<file path="src/rtl/rng_pkg.sv">
// Shared types and IEEE-754 field constants for the RNG front-end scheduler.
package rng_pkg;

   typedef enum logic {S_U1 = 1'b0, S_U2 = 1'b1} state_t;

   localparam logic [10:0] EXP_MAX_VALID = 11'd1022;
   localparam int          SIGN_BIT      = 63;
   localparam int          EXP_HI        = 62;
   localparam int          EXP_LO        = 52;

   typedef struct packed {
      logic [63:0] u1;
      logic [63:0] u2;
   } pair_t;

   // Any non-negative double with biased exponent <= 1022 is strictly below 1.0.
   function automatic logic in_unit_interval(input logic [63:0] d);
      return !d[SIGN_BIT] && (d[EXP_HI:EXP_LO] <= EXP_MAX_VALID);
   endfunction

endpackage

</file>
<file path="src/rtl/rand_pair_sched_if.sv">
// RNG input stream and pair output stream of the scheduler.
interface rand_pair_sched_if #(parameter int SEQW = 8);
   logic            pushin;
   logic [63:0]     rand_in;
   logic            stopout;
   logic            pushout;
   logic            stopin;
   logic [63:0]     u1;
   logic [63:0]     u2;
   logic [SEQW-1:0] seq;
   logic [15:0]     rej_cnt;

   modport slave  (input  pushin, rand_in, stopin,
                   output stopout, pushout, u1, u2, seq, rej_cnt);
   modport master (output pushin, rand_in, stopin,
                   input  stopout, pushout, u1, u2, seq, rej_cnt);
endinterface

</file>
<file path="src/rtl/rand_pair_sched_pair_fifo.sv">
// Synchronous pair FIFO; head entry reads as zero while empty.
module pair_fifo #(
   parameter int DEPTH = 4,
   parameter int W     = 136
) (
   input  logic                       clk,
   input  logic                       reset,
   input  logic                       push,
   input  logic [W-1:0]               din,
   input  logic                       pop,
   output logic [W-1:0]               dout,
   output logic                       full,
   output logic                       empty,
   output logic [$clog2(DEPTH):0]     count
);
   localparam int AW = $clog2(DEPTH);

   logic [W-1:0]  mem [DEPTH];
   logic [AW-1:0] wr_ptr, rd_ptr;
   logic          do_push, do_pop;

   assign full    = (count == (AW+1)'(DEPTH));
   assign empty   = (count == '0);
   assign do_push = push && !full;
   assign do_pop  = pop && !empty;
   assign dout    = empty ? '0 : mem[rd_ptr];

   always_ff @(posedge clk or posedge reset) begin
      if (reset) begin
         wr_ptr <= '0;
         rd_ptr <= '0;
         count  <= '0;
         for (int i = 0; i < DEPTH; i++) mem[i] <= '0;
      end else begin
         if (do_push) begin
            mem[wr_ptr] <= din;
            wr_ptr      <= wr_ptr + 1'b1;
         end
         if (do_pop) rd_ptr <= rd_ptr + 1'b1;
         // push and pop together leave the occupancy unchanged
         case ({do_push, do_pop})
            2'b10:   count <= count + 1'b1;
            2'b01:   count <= count - 1'b1;
            default: count <= count;
         endcase
      end
   end
endmodule

</file>
<file path="src/rtl/rand_pair_sched.sv">
// Filters RNG doubles to [0,1), pairs consecutive survivors into (u1,u2) and queues them.
module rand_pair_sched
   import rng_pkg::*;
#(
   parameter int DEPTH = 4,
   parameter int SEQW  = 8
) (
   input  logic            clk,
   input  logic            reset,
   rand_pair_sched_if.slave bus
);
   localparam int W = 128 + SEQW;

   state_t                state, state_nxt;
   logic [63:0]           u1_hold;
   logic [SEQW-1:0]       seq_next;
   logic [15:0]           rej_cnt_q;
   logic                  accept, valid, push, pop;
   logic                  full, empty;
   logic [$clog2(DEPTH):0] count;
   logic [W-1:0]          head;
   pair_t                 head_pair;

   // Only a second value waiting on a full FIFO stalls; no same-cycle pass-through.
   assign bus.stopout = (state == S_U2) && full;
   assign accept      = bus.pushin && !bus.stopout;
   assign valid       = in_unit_interval(bus.rand_in);
   assign push        = accept && valid && (state == S_U2);
   assign pop         = bus.pushout && !bus.stopin;

   always_ff @(posedge clk or posedge reset) begin
      if (reset) state <= S_U1;
      else       state <= state_nxt;
   end

   always_comb begin
      state_nxt = state;
      if (accept && valid) begin
         unique case (state)
            S_U1:    state_nxt = S_U2;
            S_U2:    state_nxt = S_U1;
            default: state_nxt = S_U1;
         endcase
      end
   end

   always_ff @(posedge clk or posedge reset) begin
      if (reset) begin
         u1_hold   <= '0;
         seq_next  <= '0;
         rej_cnt_q <= '0;
      end else begin
         if (accept && valid && state == S_U1) u1_hold <= bus.rand_in;
         if (push) seq_next <= seq_next + 1'b1;
         if (accept && !valid && rej_cnt_q != 16'hFFFF) rej_cnt_q <= rej_cnt_q + 16'd1;
      end
   end

   pair_fifo #(.DEPTH(DEPTH), .W(W)) u_fifo (
      .clk   (clk),
      .reset (reset),
      .push  (push),
      .din   ({u1_hold, bus.rand_in, seq_next}),
      .pop   (pop),
      .dout  (head),
      .full  (full),
      .empty (empty),
      .count (count)
   );

   assign head_pair   = head[W-1:SEQW];
   assign bus.pushout = !empty;
   assign bus.u1      = head_pair.u1;
   assign bus.u2      = head_pair.u2;
   assign bus.seq     = head[SEQW-1:0];
   assign bus.rej_cnt = rej_cnt_q;
endmodule

</file>
<file path="src/flat_wrapper.sv">
// flat-port wrapper written by rule: the top's interface ports become plain ports
module rand_pair_sched_flat import rng_pkg::*;
#(
   parameter int DEPTH = 4,
   parameter int SEQW  = 8
)
  (clk, reset, bus_pushin, bus_rand_in, bus_stopin, bus_stopout, bus_pushout, bus_u1, bus_u2, bus_seq, bus_rej_cnt);
  rand_pair_sched_if #(.SEQW(SEQW)) bus_i ();
  input  logic clk;
  input  logic reset;
  input wire logic [$bits(bus_i.pushin)-1:0] bus_pushin;
  input wire logic [$bits(bus_i.rand_in)-1:0] bus_rand_in;
  input wire logic [$bits(bus_i.stopin)-1:0] bus_stopin;
  output wire logic [$bits(bus_i.stopout)-1:0] bus_stopout;
  output wire logic [$bits(bus_i.pushout)-1:0] bus_pushout;
  output wire logic [$bits(bus_i.u1)-1:0] bus_u1;
  output wire logic [$bits(bus_i.u2)-1:0] bus_u2;
  output wire logic [$bits(bus_i.seq)-1:0] bus_seq;
  output wire logic [$bits(bus_i.rej_cnt)-1:0] bus_rej_cnt;
  assign bus_i.pushin = bus_pushin;
  assign bus_i.rand_in = bus_rand_in;
  assign bus_i.stopin = bus_stopin;
  assign bus_stopout = bus_i.stopout;
  assign bus_pushout = bus_i.pushout;
  assign bus_u1 = bus_i.u1;
  assign bus_u2 = bus_i.u2;
  assign bus_seq = bus_i.seq;
  assign bus_rej_cnt = bus_i.rej_cnt;
  rand_pair_sched #(.DEPTH(DEPTH), .SEQW(SEQW)) u_core (.clk(clk), .reset(reset), .bus(bus_i));
endmodule
</file>
<file path="config.mk">
export PLATFORM = sky130hd
export DESIGN_NAME = rand_pair_sched_flat
export DESIGN_NICKNAME = d
export VERILOG_FILES = /design/src/rtl/rng_pkg.sv /design/src/rtl/rand_pair_sched_if.sv /design/src/rtl/rand_pair_sched_pair_fifo.sv /design/src/rtl/rand_pair_sched.sv /design/src/flat_wrapper.sv
export SDC_FILE = /design/constraint.sdc
export NUM_CORES = 1
export LEC_CHECK = 0
export ABC_AREA = 1
export BUFFER_PORTS_ARGS = -buffer_cell sky130_fd_sc_hd__buf_4
export CELL_PAD_IN_SITES_DETAIL_PLACEMENT = 1
export CELL_PAD_IN_SITES_GLOBAL_PLACEMENT = 1
export CORE_MARGIN = 1
export CORE_UTILIZATION = 35
export DETAILED_ROUTE_END_ITERATION = 6
export PLACE_DENSITY = 0.69
export SLEW_MARGIN = 20
export SYNTH_ARGS = -nofsm -noshare
export SYNTH_HDL_FRONTEND = slang
export SYNTH_HIERARCHICAL = 1
export SYNTH_SLANG_ARGS = --single-unit
</file>
<file path="constraint.sdc">
create_clock -name clk -period 23.3 [get_ports clk]
set_input_delay 2.33 -clock clk [delete_from_list [all_inputs] [get_ports clk]]
set_output_delay 2.33 -clock clk [all_outputs]
set_load 0.02 [all_outputs]
</file>
==> run summary, run 1 <==
The measured slew at the worst slew-check pin came out at 1.15 ns. The area of the mapped netlist came out at 33300 um^2. Global routing used 25.3% of the available tracks across all layers. The maximum vdd drop is 0.0885 mV. Tracing the worst setup path back leads to its startpoint at bus_rand_in[62]. Using the TritonRoute via totals, the vias-per-cell ratio works out to 5.24. The count of vias placed by the detailed router came out at 30735. The maximum clock frequency is 0.139 GHz.

The switching power as a share of total power is 46.4%. The sequential share of power came out at 32.7%. The total number of placement rows is 112. After filler insertion, the fill cell instance count of the layout stands at 11659. The detailed router's first-iteration violation count came out at 2111. In this run the mean area of a mapped cell was 7.31 um^2. The cell-internal power came out at 2960 uW. Counting along the longest clock path gives a buffer depth of 3. The end of the critical path is u_core/u_fifo/mem[313]. The count of different cell masters after synthesis came out at 26. In this run the worst hold path is classified as reg -> reg.

The routability-driven placement congestion ratio came out at 0.770. The worst hold path begins at u_core/u_fifo/mem[227]. The first global-routing pass estimated 193 mm of wire.

In this run, post-CTS repair resized a total of 0 instances. CTS built an H-tree with a depth of 3. The I/O pin total came out at 222.

For this design the static power due to leakage is 0.0203 uW. The y dimension of the die is 311 um. The count of mapped cells out of synthesis is 4563.

The final global-route overflow total is 0. The sequential element share of the synthesized area is 48.0%. The count of nets left with antenna violations after detail routing is 0. The count of maximum capacitance violations is 0. The hold violation total from the final report is 0. Along the worst path, the maximum fanout reaches 158. The worst register-to-register path has a depth of 14. The buffer count from post-CTS setup fixing is 0. The net count of the mapped netlist came out at 4639. In the layout the commonest cells are 1808 x sky130_fd_sc_hd__nand2_1, 638 x sky130_fd_sc_hd__dfrtp_1, 632 x sky130_fd_sc_hd__inv_1. The nature of the critical path endpoint is a flop. The total core area came out at 93900 um^2. The initial antenna violation count is 5. The total count of max-transition violations in the final report is 0. Setup violations remaining at the end of the flow were counted as 0.

The overall die width is 311 um. From synthesis to final layout, the design area changed by 14.1%. The share of post-route cells with drive strength above 1 came out at 9.15%. The sequential standard cell area came out at 16000 um^2. The die area is 96500 um^2. Clock skew on the completed layout was measured at 0.0326 ns. The worst register-to-register path begins at u_core/u_fifo/count[0].

The combinational fraction of design power came out at 44.6%. Leaving out fill and tap cells, the most frequent cell in the layout is sky130_fd_sc_hd__nand2_1. The worst register-to-register path ends at u_core/u_fifo/mem[313]. The cell sitting at the root of the clock tree is a sky130_fd_sc_hd__clkbuf_16.

Detailed placement finished with a half-perimeter wire length of 68.1 mm. The worst setup path is of the in -> reg kind. The remaining routing DRC violations is 0. Input and output buffers added on the ports amount to 221. The data arrival time of the critical path came out at 7.74 ns. The required time reported for the critical path endpoint is 23.83 ns. Setup repair after global routing left no endpoint under its margin. The flip-flop and latch count after synthesis is 640. The number of clock sinks came out at 640. The total power per unit cell area is 145 nW/um^2. Yosys printed 6 warnings. TritonCTS built the clock tree.

The mean routed wirelength per cell is 21.0 um. The sum of negative setup slack is 0 ns. After clock tree synthesis, the clock-pin slew on the worst setup and hold paths is 0.06 ns. The overall power after layout came out at 5520 uW. The total inserted antenna cells is 0.

In this run the register-to-register setup slack is 16.79 ns. In the final layout, the multi-input gates occupy 13300 um^2. Dividing the final minimum period by the clock period gives 31.0%. The number of global-route vias before repair came out at 31549.

The effective utilization at floorplan came out at 35.5%. Headroom to the max-slew limit came out at 23.1%. The flow ran to the end, and the final reports show no timing, DRC or antenna violations. The post-layout net count came out at 4625. The analysis attributes to net switching a power of 2560 uW. Buffers inserted to repair hold after CTS numbered 0. The sort of element at the start of the critical path is an input pin.

The detailed-router iteration count before antenna repair is 5. The clock network burns 22.7% of the power. For the worst-skew pair, the clock arrives at the later sink with an insertion delay of 0.65 ns. For this block, the routed nets add up to 123 mm of wire.

The largest net degree at the start of global routing came out at 159. The final critical-path required period came out at 7.21 ns. The number of buffers inserted during clock tree synthesis is 79.
-- how the worst min path moves through the flow --
stage                                        end  slack, ns  cells after the start
after global routing       u_core/u_fifo/mem[55]       0.48                      2
after detailed placement  u_core/u_fifo/mem[103]       0.46                      2
after CTS                 u_core/u_fifo/mem[287]       0.47                      2
final                     u_core/u_fifo/mem[227]       0.47                      2
after global placement    u_core/u_fifo/mem[293]       0.45                      2
after floorplan             u_core/u_fifo/mem[0]       0.44                      2
-- stage by stage --
| stage | hold slack [ns] | setup WS, ns | cell area, um^2 | util [%] | instances |
|---|---|---|---|---|---|
| 5_1_grt | 0.483 | 15.83 | 38000 | 40.5 | 5866 |
| 4_1_cts | 0.472 | 16.08 | 38000 | 40.5 | 5866 |
| 3_5_place_dp | 0.458 | 15.40 | 35400 | 37.7 | 5722 |
| 2_1_floorplan | 0.442 | 5.56 | 33300 | - | 4563 |
| 6_report | 0.467 | 16.09 | 38000 | 40.5 | 5866 |
| 3_3_place_gp | 0.453 | 15.44 | 35400 | 37.7 | 5721 |
-- synth_stat cells --
cell type                     n  area share (%)
sky130_fd_sc_hd__buf_1       75            0.84
sky130_fd_sc_hd__xnor2_1     13            0.34
sky130_fd_sc_hd__xor2_1       5            0.13
sky130_fd_sc_hd__nand4_1    555              10
sky130_fd_sc_hd__inv_1      637             7.2
sky130_fd_sc_hd__nor2_1      22            0.25
sky130_fd_sc_hd__nand3_2      5            0.15
sky130_fd_sc_hd__fa_1         1           0.060
sky130_fd_sc_hd__buf_6       17            0.57
sky130_fd_sc_hd__ha_1         7            0.26
sky130_fd_sc_hd__nand2_1   1808              20
sky130_fd_sc_hd__a21oi_1    136             2.0
sky130_fd_sc_hd__dfrtp_1    640              48
sky130_fd_sc_hd__buf_4        4           0.090
sky130_fd_sc_hd__clkbuf_1   125             1.4
sky130_fd_sc_hd__nor3_4       1           0.049
sky130_fd_sc_hd__o21ai_0     37            0.56
sky130_fd_sc_hd__nor2_2       1           0.019
sky130_fd_sc_hd__inv_2        4           0.045
sky130_fd_sc_hd__o21ai_1     30            0.45
sky130_fd_sc_hd__nand2_2      2           0.038
sky130_fd_sc_hd__nand4_4      1           0.064
sky130_fd_sc_hd__buf_2      143             2.1
sky130_fd_sc_hd__nand3_1    292             4.4
sky130_fd_sc_hd__nand3_4      1           0.053
sky130_fd_sc_hd__nor2_8       1           0.060
-- power groups by stage --
stage	clock network, uW	logic (uW)	registers (uW)
final	1250	2460	1800
after global routing	1320	2710	1850
after CTS	1280	2480	1800
after detailed placement	0	2470	1820
after global placement	0	2430	1810
after floorplan	0	1580	1700
-- worst max-delay path, cell delays in order --
cell and delay (ns):
sky130_fd_sc_hd__buf_4 0.14, sky130_fd_sc_hd__nor2_1 0.46, sky130_fd_sc_hd__nand4_1 0.60, sky130_fd_sc_hd__inv_8 0.89, sky130_fd_sc_hd__buf_4 0.69, sky130_fd_sc_hd__buf_4 0.86
sky130_fd_sc_hd__nand3_4 0.74, sky130_fd_sc_hd__buf_4 0.65, sky130_fd_sc_hd__nand2_1 0.18, sky130_fd_sc_hd__nand2_1 0.07
-- flip-flops by register name, indices dropped and copies added (netlist names) --
signal	cells
u_core/u_fifo/mem	544
u_core/u_fifo/count	3
u_core/state	1
u_core/u1_hold	64
u_core/bus.rej_cnt	16
u_core/u_fifo/wr_ptr	2
u_core/seq_next	8
u_core/u_fifo/rd_ptr	2
-- area by class of cell --
class | count | area share [%]
well taps | 1254 | 4.12
multi-input cells | 2918 | 35.0
clock inverters | 25 | 0.806
inverters | 641 | 6.40
repair buffers | 269 | 5.39
clock buffers | 119 | 6.12
flip-flops and latches | 640 | 42.1
-- kinds of logic (layout without fill, tap and decap cells) --
kind of cell	Yosys count	count (layout)	synth area share [%]
AND/OR/NAND/NOR	2689	2689	35.8
buffers and inverters	1005	1054	12.3
flip-flops	640	640	48.0
AO/OA/AOI/OAI	203	203	3.05
XOR/XNOR	18	18	0.473
adder cells (fa/ha/maj)	8	8	0.323
-- metal layers --
metal,up-vias,part of all wire [%],global-route usage [%]
met5,-,0.025,0
met4,4,2.1,6.80
met1,15555,45,34.7
met3,137,4.4,3.29
li1,14449,-,-
met2,590,48,41.9
(Power assumes the default switching activity.)
==> run 2: changes to the inputs <==
- PLACE_DENSITY: 0.69 -> 0.72
- clock period: 23.3 -> 6.1 ns (I/O delays scaled with it)
==> run 2 against run 1 <==
Against the previous run:
- global-route usage is 0.29 points lower
- clock-buffer cell count fell by 8
- sequential share of layout area up 0.15 points
- sequential power rose to 3.9 times the previous value
- final cell count shrank 0.20%
- worst hold slack worse by 0.42 ns
- largest cell class unchanged
- highest routed layer unchanged
==> run summary, run 2 (synthesized netlist as in run 1, its figures left out) <==
The run finished with clean final reports. The initial antenna violation count is 6. The cts-stage hold buffer count came out at 0. The area of placed instances is 35500 um^2.

Dividing total power by cell area gives a power density of 548 nW/um^2. For this design, the sink count on the clock tree is 640. The hold violation total from the final report came out at 0. The total core area came out at 93900 um^2. The largest net degree at the start of global routing came out at 228. The path class of the lowest-slack min-delay path is in -> async. The die area is 96500 um^2. The required time reported for the critical path endpoint came out at 5.49 ns. The worst setup path is captured at an output port. The overall die width is 311 um. The y dimension of the die came out at 311 um. The detail-routed via count per cell came out at 5.28.

The data arrival time of the critical path is 3.72 ns. The tree is rooted in a sky130_fd_sc_hd__clkbuf_16. The number of global-route vias before repair came out at 31667.

The maximum clock path buffer count came out at 3. The register with the most flip-flops in the layout has 544 of them. The total number of placement rows is 112.

The post-layout net count came out at 4619. Across all layers, the routed design uses 30915 vias. The headroom to the max-slew limit is 13.6%. The CTS clock-pin slew for the worst setup and hold paths is 0.06 ns. Counting the buffers created by CTS gives 75. The routability-driven placement congestion ratio came out at 0.758. The mean routed wirelength per cell is 20.8 um.

The detailed router finished its first iteration with 2274 violations. In this run the static leakage power is 0.0202 uW. The first-pass GRT wire length is 192 mm. Across the VDD grid, the largest voltage drop is 0.374 mV. The count of buffers inserted at the top-level ports came out at 221. The CTS H-tree depth is 3. The share of post-route cells with drive strength above 1 came out at 8.85%. The remaining routing DRC violations is 0.

The final non-filler cell area came out at 37900 um^2. The register with the most flip-flops is u_core/u_fifo/mem. The worst path in the final design needs a cycle of 4.33 ns, including I/O delays and setup. The effective utilization at floorplan is 35.5%.

Setup repair after global routing left no endpoint under its margin. The global routing usage summed across all routing layers came out at 25.0%. The number of setup violations in the final report is 0. The area added between synthesis and finish came out at 13.7%. For this run the aggregate overflow at the end of global routing stands at 0.

The total count of max-transition violations in the final report came to 0. The post-route fraction of the period consumed by the critical path is 71.0%. For the pin with the worst max-slew slack, the measured transition is 1.30 ns. The TritonCTS clock tree is built. The I/O pin total came out at 222. The most frequent standard cell in the layout excluding fill and tap cells is sky130_fd_sc_hd__nand2_1. After the flow finishes, the layout carries non-filler instances totaling 5854.

The clock skew after layout came out at 0.0402 ns. The sort of element at the start of the critical path is a flop. The post-DP HPWL is 67.9 mm. The post-placement cell count is 5718. Once detail routing completed, the nets flagged for antenna violations numbered 0. The maximum fanout count along the critical path came out at 94.

The maximum clock frequency came out at 0.231 GHz. The count of maximum capacitance violations is 0. The final wirelength is 122 mm. The setup path with the least slack is of type reg -> out. At the later pin of the worst-skew pair, clock insertion delay measures 0.65 ns. The number of gates resized after cts is 0. In the layout the commonest cells are 1808 x sky130_fd_sc_hd__nand2_1, 638 x sky130_fd_sc_hd__dfrtp_1, 632 x sky130_fd_sc_hd__inv_1. The detailed-router iteration count before antenna repair came out at 7. The buffer count from post-CTS setup fixing came out at 0.
[run 2: changes by cell type in the layout (fill, tap and decap cells not counted), sizes merged]
cell / change
inv: -1
buf: -2
clkinv: -1
diode: +2
clkbuf: -8
bufinv: -3
clkinvlp: +1
[run 2: area by class of cell]
class | count | area [um^2]
Multi-Input combinational cell | 2918 | 13300
Clock inverter | 21 | 225
Antenna cell | 2 | 5.00
Fill cell | 11714 | 56000
Tap cell | 1254 | 1570
Clock buffer | 111 | 2170
Inverter | 641 | 2430
Timing Repair Buffer | 267 | 2150
Sequential cell | 640 | 16000
[run 2: critical path: stages, from the launching register on]
cell                      delay [ns]
sky130_fd_sc_hd__dfrtp_4        0.88
sky130_fd_sc_hd__inv_4          0.69
sky130_fd_sc_hd__buf_12         0.56
sky130_fd_sc_hd__nand3_1        0.16
sky130_fd_sc_hd__a21oi_1        0.48
sky130_fd_sc_hd__buf_4          0.24
[run 2: power breakdown]
| group | internal [uW] | total (uW) | leakage [uW] | switching (uW) |
|---|---|---|---|---|
| clock | 2500 | 4440 | 0.00118 | 1950 |
| combinational | 2860 | 9390 | 0.0105 | 6530 |
| sequential | 5680 | 6950 | 0.00856 | 1270 |
| total | 11000 | 20800 | 0.0202 | 9750 |
[run 2: final timing paths]
kind                                         start  cells past startpoint                endpoint  slack [ns]
setup / recovery           u_core/u_fifo/rd_ptr[1]                      5              bus_u1[27]        1.77
hold / removal                               reset                      2  u_core/u_fifo/mem[493]        0.05
setup reg to reg            u_core/u_fifo/count[2]                     13  u_core/u_fifo/count[1]        1.85
hold reg to reg             u_core/u_fifo/mem[127]                      2  u_core/u_fifo/mem[127]        0.47
max in group asynchronous                    reset                      4  u_core/u_fifo/mem[171]        4.41
min in group clk                   bus_rand_in[13]                      3      u_core/u1_hold[13]        0.25
[run 2: metal layers]
metal	up-vias	routed length (um)	share of wire [%]	global-route usage, %
met3	148	5040	4.1	3.16
met5	-	31	0.025	0
met1	15676	55900	46	34.5
met2	654	58600	48	41.7
met4	6	2490	2.0	5.97
li1	14431	-	-	-
[run 2: per-stage QoR]
step	power [uW]	TNS, ns	setup slack [ns]	util, %	hold WS, ns
after floorplan	12500	-1106.32	-2.01	-	0.442
after global placement	16100	0	1.74	37.8	0.453
after detailed placement	16400	0	1.69	37.8	0.458
after CTS	20900	0	1.67	40.3	0.0286
after global routing	22200	0	1.56	40.4	0.0555
final	20800	0	1.77	40.4	0.0488
